$ cat config.mk
export PLATFORM = sky130hd
export DESIGN_NAME = neuron_accumulator
export DESIGN_NICKNAME = d
export VERILOG_FILES = /design/src/rtl/neuron_accumulator.sv
export SDC_FILE = /design/constraint.sdc
export NUM_CORES = 1
export LEC_CHECK = 0
export ABC_AREA = 1
export ABC_CLOCK_PERIOD_IN_PS = 5200
export CAP_MARGIN = 30
export CORE_ASPECT_RATIO = 1.1
export CORE_MARGIN = 4
export CORE_UTILIZATION = 30
export DETAILED_ROUTE_END_ITERATION = 12
export SYNTH_ARGS = -nofsm -noshare
export SYNTH_HDL_FRONTEND = slang
export SYNTH_SLANG_ARGS = --single-unit
$ cat constraint.sdc
create_clock -name clk -period 5.2 [get_ports clk]
set_input_delay 0.52 -clock clk [delete_from_list [all_inputs] [get_ports clk]]
set_output_delay 0.52 -clock clk [all_outputs]
set_load 0.05 [all_outputs]
$ cat src/rtl/neuron_accumulator.sv
// neuron_accumulator: multiply-accumulates (weight, act_in) beats on a bias and rounds the sum to Q_INT.Q_FRAC.
// Optional clipping of out-of-range results is enabled by defining NEURON_ACC_SATURATE_EN.

package definitions;
  parameter int Q_INT         = 8;
  parameter int Q_FRAC        = 8;
  parameter int ACT_MASK_SIZE = 4;
endpackage

module neuron_accumulator #(
  parameter int Q_INT     = definitions::Q_INT,
  parameter int Q_FRAC    = definitions::Q_FRAC,
  parameter int ACC_GUARD = 8,
  parameter int MASK_W    = definitions::ACT_MASK_SIZE
) (
  input  logic                     clk,
  input  logic                     reset,
  input  logic                     in_valid,
  output logic                     in_ready,
  input  logic                     in_first,
  input  logic                     in_last,
  input  logic [Q_INT+Q_FRAC-1:0]  weight,
  input  logic [Q_INT+Q_FRAC-1:0]  act_in,
  input  logic [Q_INT+Q_FRAC-1:0]  bias,
  input  logic [MASK_W-1:0]        mask_in,
  output logic                     out_valid,
  input  logic                     out_ready,
  output logic [Q_INT+Q_FRAC-1:0]  x_out,
  output logic [MASK_W-1:0]        mask_out,
  output logic                     overflow
);

  localparam int Q_DEPTH  = Q_INT + Q_FRAC;
  localparam int PROD_W   = 2 * Q_DEPTH;
  localparam int ACC_W    = PROD_W + ACC_GUARD;
  localparam int BIAS_EXT = ACC_W - Q_DEPTH - Q_FRAC;
  localparam logic signed [ACC_W-1:0] ROUND_HALF = {{(ACC_W-1){1'b0}}, 1'b1} << (Q_FRAC - 1);

  typedef enum logic [1:0] {
    ST_IDLE   = 2'd0,
    ST_ACCUM  = 2'd1,
    ST_ROUND  = 2'd2,
    ST_OUTPUT = 2'd3
  } state_t;

  state_t                    state_r;
  state_t                    state_next_s;
  logic signed [ACC_W-1:0]   acc_r;
  logic signed [ACC_W-1:0]   acc_next_s;
  logic [MASK_W-1:0]         mask_r;
  logic [MASK_W-1:0]         mask_next_s;
  logic [Q_DEPTH-1:0]        x_out_r;
  logic [MASK_W-1:0]         mask_out_r;
  logic                      overflow_r;
  logic                      out_valid_r;
  logic                      in_ready_r;

  logic                      beat_s;
  logic                      load_result_s;
  logic                      release_s;
  logic                      in_ready_next_s;
  logic signed [PROD_W-1:0]  prod_s;
  logic signed [ACC_W-1:0]   prod_ext_s;
  logic signed [ACC_W-1:0]   bias_ext_s;
  logic signed [ACC_W-1:0]   acc_rnd_s;
  logic [Q_DEPTH-1:0]        result_s;
  logic                      result_ovf_s;

  assign beat_s     = in_valid & in_ready_r;
  assign prod_s     = $signed(weight) * $signed(act_in);
  assign prod_ext_s = {{ACC_GUARD{prod_s[PROD_W-1]}}, prod_s};
  // Bias is aligned to the product's 2*Q_FRAC fractional bits.
  assign bias_ext_s = {{BIAS_EXT{bias[Q_DEPTH-1]}}, bias, {Q_FRAC{1'b0}}};
  assign acc_rnd_s  = acc_r + ROUND_HALF;

`ifdef NEURON_ACC_SATURATE_EN
  localparam int HI_W = ACC_W - Q_DEPTH + 1;

  function automatic logic [Q_DEPTH:0] saturate(input logic signed [ACC_W-1:0] r);
    logic [HI_W-1:0]  hi;
    logic [Q_DEPTH:0] res;
    hi = r[ACC_W-1:Q_DEPTH-1];
    if ((hi == {HI_W{1'b0}}) || (hi == {HI_W{1'b1}})) begin
      res = {1'b0, r[Q_DEPTH-1:0]};
    end else if (r[ACC_W-1]) begin
      res = {1'b1, 1'b1, {(Q_DEPTH-1){1'b0}}};
    end else begin
      res = {1'b1, 1'b0, {(Q_DEPTH-1){1'b1}}};
    end
    return res;
  endfunction

  logic signed [ACC_W-1:0] rounded_s;
  assign rounded_s = acc_rnd_s >>> Q_FRAC;
  assign {result_ovf_s, result_s} = saturate(rounded_s);
`else
  assign result_s     = Q_DEPTH'(acc_rnd_s >>> Q_FRAC);
  assign result_ovf_s = 1'b0;
`endif

  // State register
  always_ff @(posedge clk or posedge reset) begin
    if (reset) begin
      state_r <= ST_IDLE;
    end else begin
      state_r <= state_next_s;
    end
  end

  // Next-state decode; a first beat restarts the neuron from IDLE or ACCUM
  always_comb begin
    state_next_s = state_r;
    case (state_r)
      ST_IDLE: begin
        if (beat_s && in_first) begin
          state_next_s = in_last ? ST_ROUND : ST_ACCUM;
        end else begin
          state_next_s = ST_IDLE;
        end
      end
      ST_ACCUM: begin
        if (beat_s && in_last) begin
          state_next_s = ST_ROUND;
        end else begin
          state_next_s = ST_ACCUM;
        end
      end
      ST_ROUND: begin
        state_next_s = ST_OUTPUT;
      end
      ST_OUTPUT: begin
        if (out_ready) begin
          state_next_s = ST_IDLE;
        end else begin
          state_next_s = ST_OUTPUT;
        end
      end
      default: begin
        state_next_s = ST_IDLE;
      end
    endcase
  end

  // Control outputs of the FSM
  always_comb begin
    load_result_s   = 1'b0;
    release_s       = 1'b0;
    in_ready_next_s = 1'b0;
    case (state_r)
      ST_ROUND:  load_result_s = 1'b1;
      ST_OUTPUT: release_s     = out_ready;
      default:   load_result_s = 1'b0;
    endcase
    case (state_next_s)
      ST_IDLE, ST_ACCUM: in_ready_next_s = 1'b1;
      default:           in_ready_next_s = 1'b0;
    endcase
  end

  // Accumulator and mask next values; non-first beats in IDLE are dropped
  always_comb begin
    acc_next_s  = acc_r;
    mask_next_s = mask_r;
    if (beat_s && in_first) begin
      acc_next_s  = bias_ext_s + prod_ext_s;
      mask_next_s = mask_in;
    end else if (beat_s && (state_r == ST_ACCUM)) begin
      acc_next_s  = acc_r + prod_ext_s;
      mask_next_s = mask_r;
    end else begin
      acc_next_s  = acc_r;
      mask_next_s = mask_r;
    end
  end

  // Datapath registers
  always_ff @(posedge clk or posedge reset) begin
    if (reset) begin
      acc_r  <= {ACC_W{1'b0}};
      mask_r <= {MASK_W{1'b0}};
    end else begin
      acc_r  <= acc_next_s;
      mask_r <= mask_next_s;
    end
  end

  // Output registers; result is captured once in ROUND and held through OUTPUT
  always_ff @(posedge clk or posedge reset) begin
    if (reset) begin
      x_out_r     <= {Q_DEPTH{1'b0}};
      mask_out_r  <= {MASK_W{1'b0}};
      overflow_r  <= 1'b0;
      out_valid_r <= 1'b0;
      in_ready_r  <= 1'b0;
    end else begin
      in_ready_r <= in_ready_next_s;
      if (load_result_s) begin
        x_out_r     <= result_s;
        mask_out_r  <= mask_r;
        overflow_r  <= result_ovf_s;
        out_valid_r <= 1'b1;
      end else if (release_s) begin
        out_valid_r <= 1'b0;
      end
    end
  end

  assign in_ready  = in_ready_r;
  assign out_valid = out_valid_r;
  assign x_out     = x_out_r;
  assign mask_out  = mask_out_r;
  assign overflow  = overflow_r;

endmodule

## Word-level counts from Yosys, hierarchy flattened

Index checks and enable logic that the tools add are counted.
W data, S select, Z words.

| storage, ports and cells | value |
|---|---|
| register bits after elaboration | 68 |
| bits of input ports | 58 |
| output and inout port bits | 23 |

| cells by class | value |
|---|---|
| add/subtract/negate cells | 3 |
| $mul | 1 |
| equal/unequal tests | 4 |
| muxes and demuxes | 12 |
| bitwise logic cells | 1 |
| reduce and logical (&&, ||, !) cells | 8 |

Operators by type and width:

| kind | number |
|---|---|
| $mux W40 | 2 |
| $add A40 B32 Y40 | 1 |
| $add A24 B32 Y33 | 1 |
| $mul A16 B16 Y32 | 1 |
| $add A24 B9 Y24 const B | 1 |
| $mux W2 | 4 |
| $pmux W2 S4 | 1 |
| $mux W1 | 5 |
| $eq A2 B1 Y1 const B | 2 |
| $eq A2 B2 Y1 const B | 2 |
| $logic_not A2 Y1 | 2 |
| $reduce_bool A2 Y1 | 2 |
| $logic_and A1 B1 Y1 | 3 |
| $reduce_or A2 Y1 | 1 |
| $and A1 B1 Y1 | 1 |

## Logic depth before layout (Yosys ltp)

| logic depth | value |
|---|---|
| word-level depth | 7 |
| depth in mapped cells | 38 |
| gate-level depth less buffers | 36 |

## Worst setup path before layout

No wires, ideal clock.

| timing path | value |
|---|---|
| path kind | input to register |
| from | in act_in[3] |
| to | reg acc_r[22] |
| arrival time | 6,896 ps |
| slack | -1,820 ps |
| stages | 30 |
| path buffers | 2 |
| path through | clkbuf_1 -> clkbuf_1 -> nand2_1 -> fa_1 -> fa_1 -> fa_1 -> inv_1 -> fa_1 -> fa_1 -> inv_1 -> fa_1 -> inv_1 -> ha_1 -> nand2_1 -> nor4_1 -> a21oi_1 -> o21ai_1 -> nand3_1 -> nand2_1 -> nand3_1 -> nand2_1 -> xor2_1 -> ha_1 -> a21oi_1 -> o21ai_0 -> a21oi_1 -> o211ai_1 -> or2_2 -> nand3_1 -> a21oi_1 |

| between the ends | value |
|---|---|
| cells in the longest elaborated chain, start to end | 4 |

Ends and longest elaborated chain:

| item | RTL line | source |
|---|---|---|
| start, declared | 23 | `input logic [Q_INT+Q_FRAC-1:0] act_in,` |
| $mul A16 B16 Y32 (*) | 70 | `assign prod_s = $signed(weight) * $signed(act_in);` |
| $add A40 B32 Y40 | 168 | `acc_next_s = acc_r + prod_ext_s;` |
| $mux W40 | 167 | `end else if (beat_s && (state_r == ST_ACCUM)) begin` |
| $mux W40 (*) | 164 | `if (beat_s && in_first) begin` |
| end signal, assigned | 179 | `acc_r <= {ACC_W{1'b0}};` |
| end signal, assigned | 182 | `acc_r <= acc_next_s;` |
| end, declared | 48 | `logic signed [ACC_W-1:0] acc_r;` |

Mark *: on every way between the ends. The rest lies on a longest branch, timed or not. The select of a mux whose other input is x is not followed.
A chain may end at the register's enable or synchronous reset.

## Worst setup path in the final report

| timing path | value |
|---|---|
| from | in weight[7] |
| to | reg acc_r[23] |

| between the ends | value |
|---|---|
| cells in the longest elaborated chain, start to end | 4 |

Ends and longest elaborated chain:

| item | RTL line | source |
|---|---|---|
| start, declared | 22 | `input logic [Q_INT+Q_FRAC-1:0] weight,` |
| $mul A16 B16 Y32 (*) | 70 |  |
| $add A40 B32 Y40 | 168 |  |
| $mux W40 | 167 |  |
| $mux W40 (*) | 164 |  |

Marked as above.

==> flow_metrics.py <==
metrics = {
    "setup_path": {
        "worst_ep_required_time_ns": 5.40,
        "critPathKind": "input pin to flop",
        "crit_arrival_ns": 6.89,
        "endpoint_kind": "flop",
        "crit_top_cell": "fa_1",
        "crit_slowest_cell": "fa_2",
        "reg2reg_depth": 12,
        "cp_max_fo": 5,
        "r2r_slack_ns": 2.77,
        "critPathMaxStageDelay_ns": 0.54,
        "critPathLaunchType": "input pin",
    },
    "clock_network": {
        "hold_buffers": 0,
        "cts_buffer_depth": 2,
        "cts_tree": "yes",
        "clock-sinks": 52,
        "clk_pin_slew_ns": 0.08,
        "clkLatencyLatePin_ns": 0.31,
        "numCtsBuffers": 5,
        "h-tree-depth": 2,
        "cts_root_buf": "clkbuf_16",
    },
    "die": {
        "fp.dieArea_mm2": 0.04413,
        "die_y_um": 219.9,
        "rows": 77,
        "start_util": 0.3041,
        "io_pins": 81,
        "die_w_um": 200.7,
        "core-area_mm2": 0.04027,
    },
    "yosys": {
        "synthCells": 1682,
        "ys_ff_latch": 52,
        "synth_ff_type": "dfrtp_1",
        "yosysWarnings": 0,
        "syn_nets": 2042,
        "ys_seq_area_frac": 0.1062,
        "synth_most_common_cell": "nand2_1",
        "mappedNetlistArea_mm2": 0.01225,
        "synth_area_leaders": "fa_1 (31%), nand2_1 (14%), inv_1 (13%), ha_1 (12%), dfrtp_1 (11%)",
        "synth_largest_area_cell": "fa_1",
        "postSynth.asyncResetShare": 1.000,
        "synth-edff-count": 0,
        "synth_top_cell_area_share": 0.3089,
        "synth_cell_types": 43,
        "synth_area_per_cell_um2": 7.282,
        "synth_top_cells_by_count": "nand2_1 (442), inv_1 (427), fa_1 (189)",
    },
    "grt": {
        "grt_max_degree": 53,
        "grt_use_total": 0.1640,
        "antenna_found_initial": 0,
        "grt_overflow_total": 0,
        "grt_pass1_wl_um": 60110,
        "first_global_vias": 12430,
    },
    "timing": {
        "min_period_ns": 6.685,
        "slew_headroom": 0.3529,
        "fin_tns_setup_ns": -15.89,
        "worst_slew_pin_slew_ns": 0.9696,
        "hold_violations": 0,
        "slew_violations": 0,
        "setup_violations": 15,
        "finalClockSkew_ns": 0.01193,
        "max_freq_mhz": 149.6,
        "timing.final.ws_setup_ns": -1.485,
        "rsz0062_at_grt": "true",
        "post-route-period-util": 1.285,
    },
    "placement": {
        "post_dp_cell_area_mm2": 0.01567,
        "gp_congestion": 0.8657,
        "dpl.hpwl_um": 28330,
        "place_ws_ns": -2.599,
        "portBuffers": 79,
    },
    "detailed_routing": {
        "drc": 0,
        "wire_per_inst_um": 14.10,
        "drt-pass1-iter-count": 4,
        "viasPerCell": 4.577,
        "drt-initial-drc-count": 476,
        "routed_wl_um": 36040,
        "final_antenna_net_count": 0,
        "vias": 11698,
    },
    "worst_hold_path": {
        "hp-class": "flop to flop",
        "hold_depth": 2,
    },
    "final_layout": {
        "nFillCells": 3805,
        "finalInstanceArea_mm2": 0.01822,
        "final_layout_size_suffix_gt1_frac": 0.3377,
        "num_antenna_cells": 0,
        "nets": 2402,
        "area_growth_pct": 48.78,
    },
    "status": {
        "status": "complete, but fails checks",
        "violations": "setup timing",
    },
    "job": {
        "cap_viol_max_count": 0,
    },
}
## repair_timing
| action | CTS | global route |
|---|---|---|
| gates resized for setup | 284 | 217 |
| setup endpoints to repair | 18 | 18 |
| cloned | 5 | 0 |
| pin swaps | 159 | 150 |
| buffers inserted | 63 | 32 |
## worst paths after layout
| check | startpoint | endpoint |
|---|---|---|
| min in group asynchronous | reset | mask_out[3]$_DFFE_PP0P_ |
| max in group asynchronous | reset | x_out[5]$_DFFE_PP0P_ |
| worst min register to register | x_out[0]$_DFFE_PP0P_ | x_out[0]$_DFFE_PP0P_ |
| worst max-delay path | weight[7] | acc_r[23]$_DFFE_PP0P_ |
| worst min-delay path | x_out[0]$_DFFE_PP0P_ | x_out[0]$_DFFE_PP0P_ |
| worst max register to register | acc_r[2]$_DFFE_PP0P_ | acc_r[15]$_DFFE_PP0P_ |
## layer usage
| metal | routed length (µm) | part of all wire | up-vias | GRT usage |
|---|---|---|---|---|
| met2 | 19540 | 0.54 | 200 | 0.3159 |
| met1 | 14600 | 0.41 | 5698 | 0.1964 |
| met4 | 1041 | 0.029 | 0 | 0.04704 |
| met3 | 852 | 0.024 | 66 | 0.01192 |
| met5 | 0 | 0 | - | 0 |
| li1 | - | - | 5734 | - |
## stage by stage
| step | hold slack [ns] | cells | util |
|---|---|---|---|
| floorplan | 0.4422 | 1682 | - |
| global placement | 0.4550 | 2460 | 0.3890 |
| detailed placement | 0.4593 | 2460 | 0.3890 |
| CTS | 0.4765 | 2535 | 0.4296 |
| global route | 0.4951 | 2556 | 0.4525 |
| finish | 0.4752 | 2556 | 0.4525 |
## critical path, delay by kind of cell
family / cells / cell delay [ns]
adder cells (fa/ha/maj): 8 / 3.52
buffers and inverters: 9 / 0.60
XOR/XNOR: 1 / 0.21
AO/OA/AOI/OAI: 5 / 0.71
AND/OR/NAND/NOR: 13 / 1.32
## final cells by class
class | instances | area, µm² | area share
clock buffers | 6 | 128.9 | 0.007072
clock inverters | 2 | 16.27 | 0.0008926
inverters | 432 | 1634 | 0.08967
multi-input cells | 1139 | 10790 | 0.5924
flip-flops and latches | 52 | 1301 | 0.07141
well taps | 513 | 641.9 | 0.03522
repair buffers | 412 | 3706 | 0.2034
## flip-flops by register name, summed over array words and instances (netlist names)
signal,cells
acc_r,24
x_out,16
mask_out,4
in_ready,1
out_valid,1
mask_r,4
state_r,2
## cell usage in the layout, fill, tap and decap left out, drive strengths merged, types with 2 or more instances in the layout
cell type,instances
nand4,7
a21oi,88
nand2,443
xnor2,17
o21ai,75
a31oi,19
clkdlybuf4s15,7
nor4,4
inv,431
xor2,26
buf,347
dlygate4sd2,7
or2,6
clkinv,2
fa,189
a22oi,2
clkbuf,8
clkdlybuf4s50,49
a21o,4
nor2,70
ha,113
a21boi,3
nand3,48
dfrtp,52
nand3b,6
o211ai,4
nor3,5
o31ai,4
## logic make-up after synthesis
kind of cell | count (synthesis) | synth area share
buf+inv | 491 | 0.1519
xor+xnor | 43 | 0.03075
compound gates | 203 | 0.08979
simple gates | 590 | 0.1966
fa+ha+maj | 302 | 0.4244
other cells | 1 | 0.0003062
flops | 52 | 0.1062
Power is not shown: default switching activity piles up to over one toggle a cycle in this logic, so the estimate is an artifact.
==> patch: new RTL, same settings <==
Re-encode `state_t` (4 states) as Gray code, 2 bits wide.
--- a/src/rtl/neuron_accumulator.sv
+++ b/src/rtl/neuron_accumulator.sv
@@ -38,8 +38,8 @@
 
   typedef enum logic [1:0] {
-    ST_IDLE   = 2'd0,
-    ST_ACCUM  = 2'd1,
-    ST_ROUND  = 2'd2,
-    ST_OUTPUT = 2'd3
+    ST_IDLE   = 2'b00,
+    ST_ACCUM  = 2'b01,
+    ST_ROUND  = 2'b11,
+    ST_OUTPUT = 2'b10
   } state_t;
 
Check against the original RTL: same outputs for any inputs over 4 cycles, from zero or initial values and one cycle with reset high; so few cycles prove little.
==> patch against the unedited design <==
  * Worst setup slack improved by 0.069 ns
  * Global-route usage rose by 0.18 points
  * Highest routed layer unchanged
  * Final area rose by 2.1%
  * Sequential cell count did not move
  * The run still ends with negative setup slack left
  * Area after synthesis rose by 0.90%
  * Routed wire length rose by 2.6%
  * Count of clock-buffer cells in the layout did not move
  * Largest cell class unchanged
Power is not shown: default switching activity piles up to over one toggle a cycle in this logic, so the estimate is an artifact.
==> patch: results (changes against the unedited design) <==
- Status: complete, but fails checks
- Violated checks: negative setup slack
- Global-route wire length before repair: 62100 um (+3.4%)
- CTS buffer count: 5 (unchanged)
- Max reg flops: 24 (unchanged)
- Fin util: 46.0% (+0.72 points)
- Ys flop type: dfrtp_1
- First-pass DRT Iterations: 5 (+1)
- Post-synth cell types: 48 (+12%)
- Area contributors post-synth: fa_1 31%, nand2_1 14%, inv_1 13%
- Synth top cells by count: 454 x nand2_1, 436 x inv_1, 189 x fa_1
- Syn Nets: 2063 (+1.0%)
- Clk_lat worst skew: 0.31 ns (about the same)
- Htree depth: 2 (unchanged)
- Initial antenna violation count: 0 (unchanged)
- Largest net degree at the start of global routing: 53 (unchanged)
- Crit-path max FO: 8 (+3)
- Clock Path Buffers: 2 (unchanged)
- Net count, final: 2445 (+1.8%)
- Vias per Instance: 4.62 (+1.1%)
- Register area share after synthesis: 10.5% (-0.095 points)
- Final WL: 37000 um (+2.6%)
- Final Skew: 0.0123 ns (+0.000403 ns)
- Reg with most FFs: acc_r
- Share of cells above drive strength 1: 37.4% (+3.7 points)
- Port Buf Inserts: 79 (unchanged)
- Dpl hpwl: 29400 um (+3.6%)
- Final Worst Setup Slack: -1.42 ns (+0.0692 ns)
- Iter 0 DRT Violations: 538 (+13%)
- Fillers: 3811 (+0.16%)
- Number of global-route vias before repair: 13018 (+4.7%)
- GRT Overall Usage: 16.6% (+0.18 points)
- Least-Margin Pin Slew: 0.867 ns (-0.103 ns)
- Final setup vio count: 16 (+1)
- YS warnings: 0 (unchanged)
- Hold/Removal Path Class: reg2reg
- Critical path's largest stage delay: 0.54 ns (about the same)
- RePlAce Congestion: 0.905 (+4.5%)
- Reg clk slew, reported paths: 0.08 ns (about the same)
- Crit path DAT: 6.82 ns (-0.07 ns)
- Slowest CP cell: fa_1
- Async SR Flop Fraction: 100% (unchanged)
- Area post-placement: 0.0161 mm2 (+2.5%)
- CTS root buf: clkbuf_16
- Inserted Diodes: 0 (unchanged)
-- patch: critical path, delay by kind of cell --
kind                       cells  cell delay [ns]
xor gates and xnor gates       1             0.23
and+or+nand+nor               10             0.70
buffers and inverters         11             0.95
AOI/OAI and AO/OA              6             0.78
adders and majority gates      8             3.61
-- patch: path summary, 6_finish.rpt --
path                                       start               endpoint  slack (ns)  cells after the start
setup / recovery                       act_in[5]  acc_r[23]$_DFFE_PP0P_       -1.42                     36
hold / removal             mask_r[1]$_DFFE_PP0P_  mask_r[1]$_DFFE_PP0P_        0.47                      2
setup reg to reg            state_r[1]$_DFF_PP0_  acc_r[15]$_DFFE_PP0P_        2.59                      6
hold reg to reg            mask_r[1]$_DFFE_PP0P_  mask_r[1]$_DFFE_PP0P_        0.47                      2
max in group asynchronous                  reset   x_out[7]$_DFFE_PP0P_        4.00                      3
min in group asynchronous                  reset  acc_r[13]$_DFFE_PP0P_        0.73                      3
-- patch: repair_timing --
action,4_1_cts,5_1_grt
pin swaps,243,159
gates cloned,0,1
setup buffers,75,22
hold endpoints to repair,0,0
setup endpoints to repair,18,18
gates resized for setup,396,216
-- patch: layout make-up --
cell class              count  area share, %
multi-input cells        1147           59.4
repair buffers            433           20.4
inverters                 446           9.01
flip-flops and latches     52           6.99
well taps                 513           3.45
clock buffers               6          0.693
clock inverters             2         0.0874
-- patch: metrics by stage --
step	setup slack [ns]	std cells	hold slack (ns)	setup TNS, ns
2_1_floorplan	-1.27	1703	0.442	-12.39
3_3_place_gp	-2.41	2510	0.453	-32.54
3_5_place_dp	-2.51	2511	0.459	-33.34
4_1_cts	-1.51	2586	0.477	-16.88
5_1_grt	-1.71	2599	0.497	-21.22
6_report	-1.42	2599	0.473	-16.89
-- patch: cell families after synthesis --
| family | Yosys count | share of synthesized area, % |
|---|---|---|
| buf+inv | 504 | 15.5 |
| xor+xnor | 45 | 3.19 |
| flops | 52 | 10.5 |
| fa+ha+maj | 302 | 42.1 |
| simple gates | 624 | 20.7 |
| compound gates | 175 | 8.08 |
| other cells | 1 | 0.0303 |
-- patch: per-layer routing --
layer / share of wire (%) / up-vias / GRT usage [%] / wire (um)
met5: 0 / - / 0 / 0
met4: 3.4 / 0 / 4.68 / 1250
met3: 2.6 / 79 / 1.07 / 951
met2: 54 / 230 / 32.0 / 19800
met1: 40 / 5889 / 19.7 / 14900
li1: - / 5822 / - / -
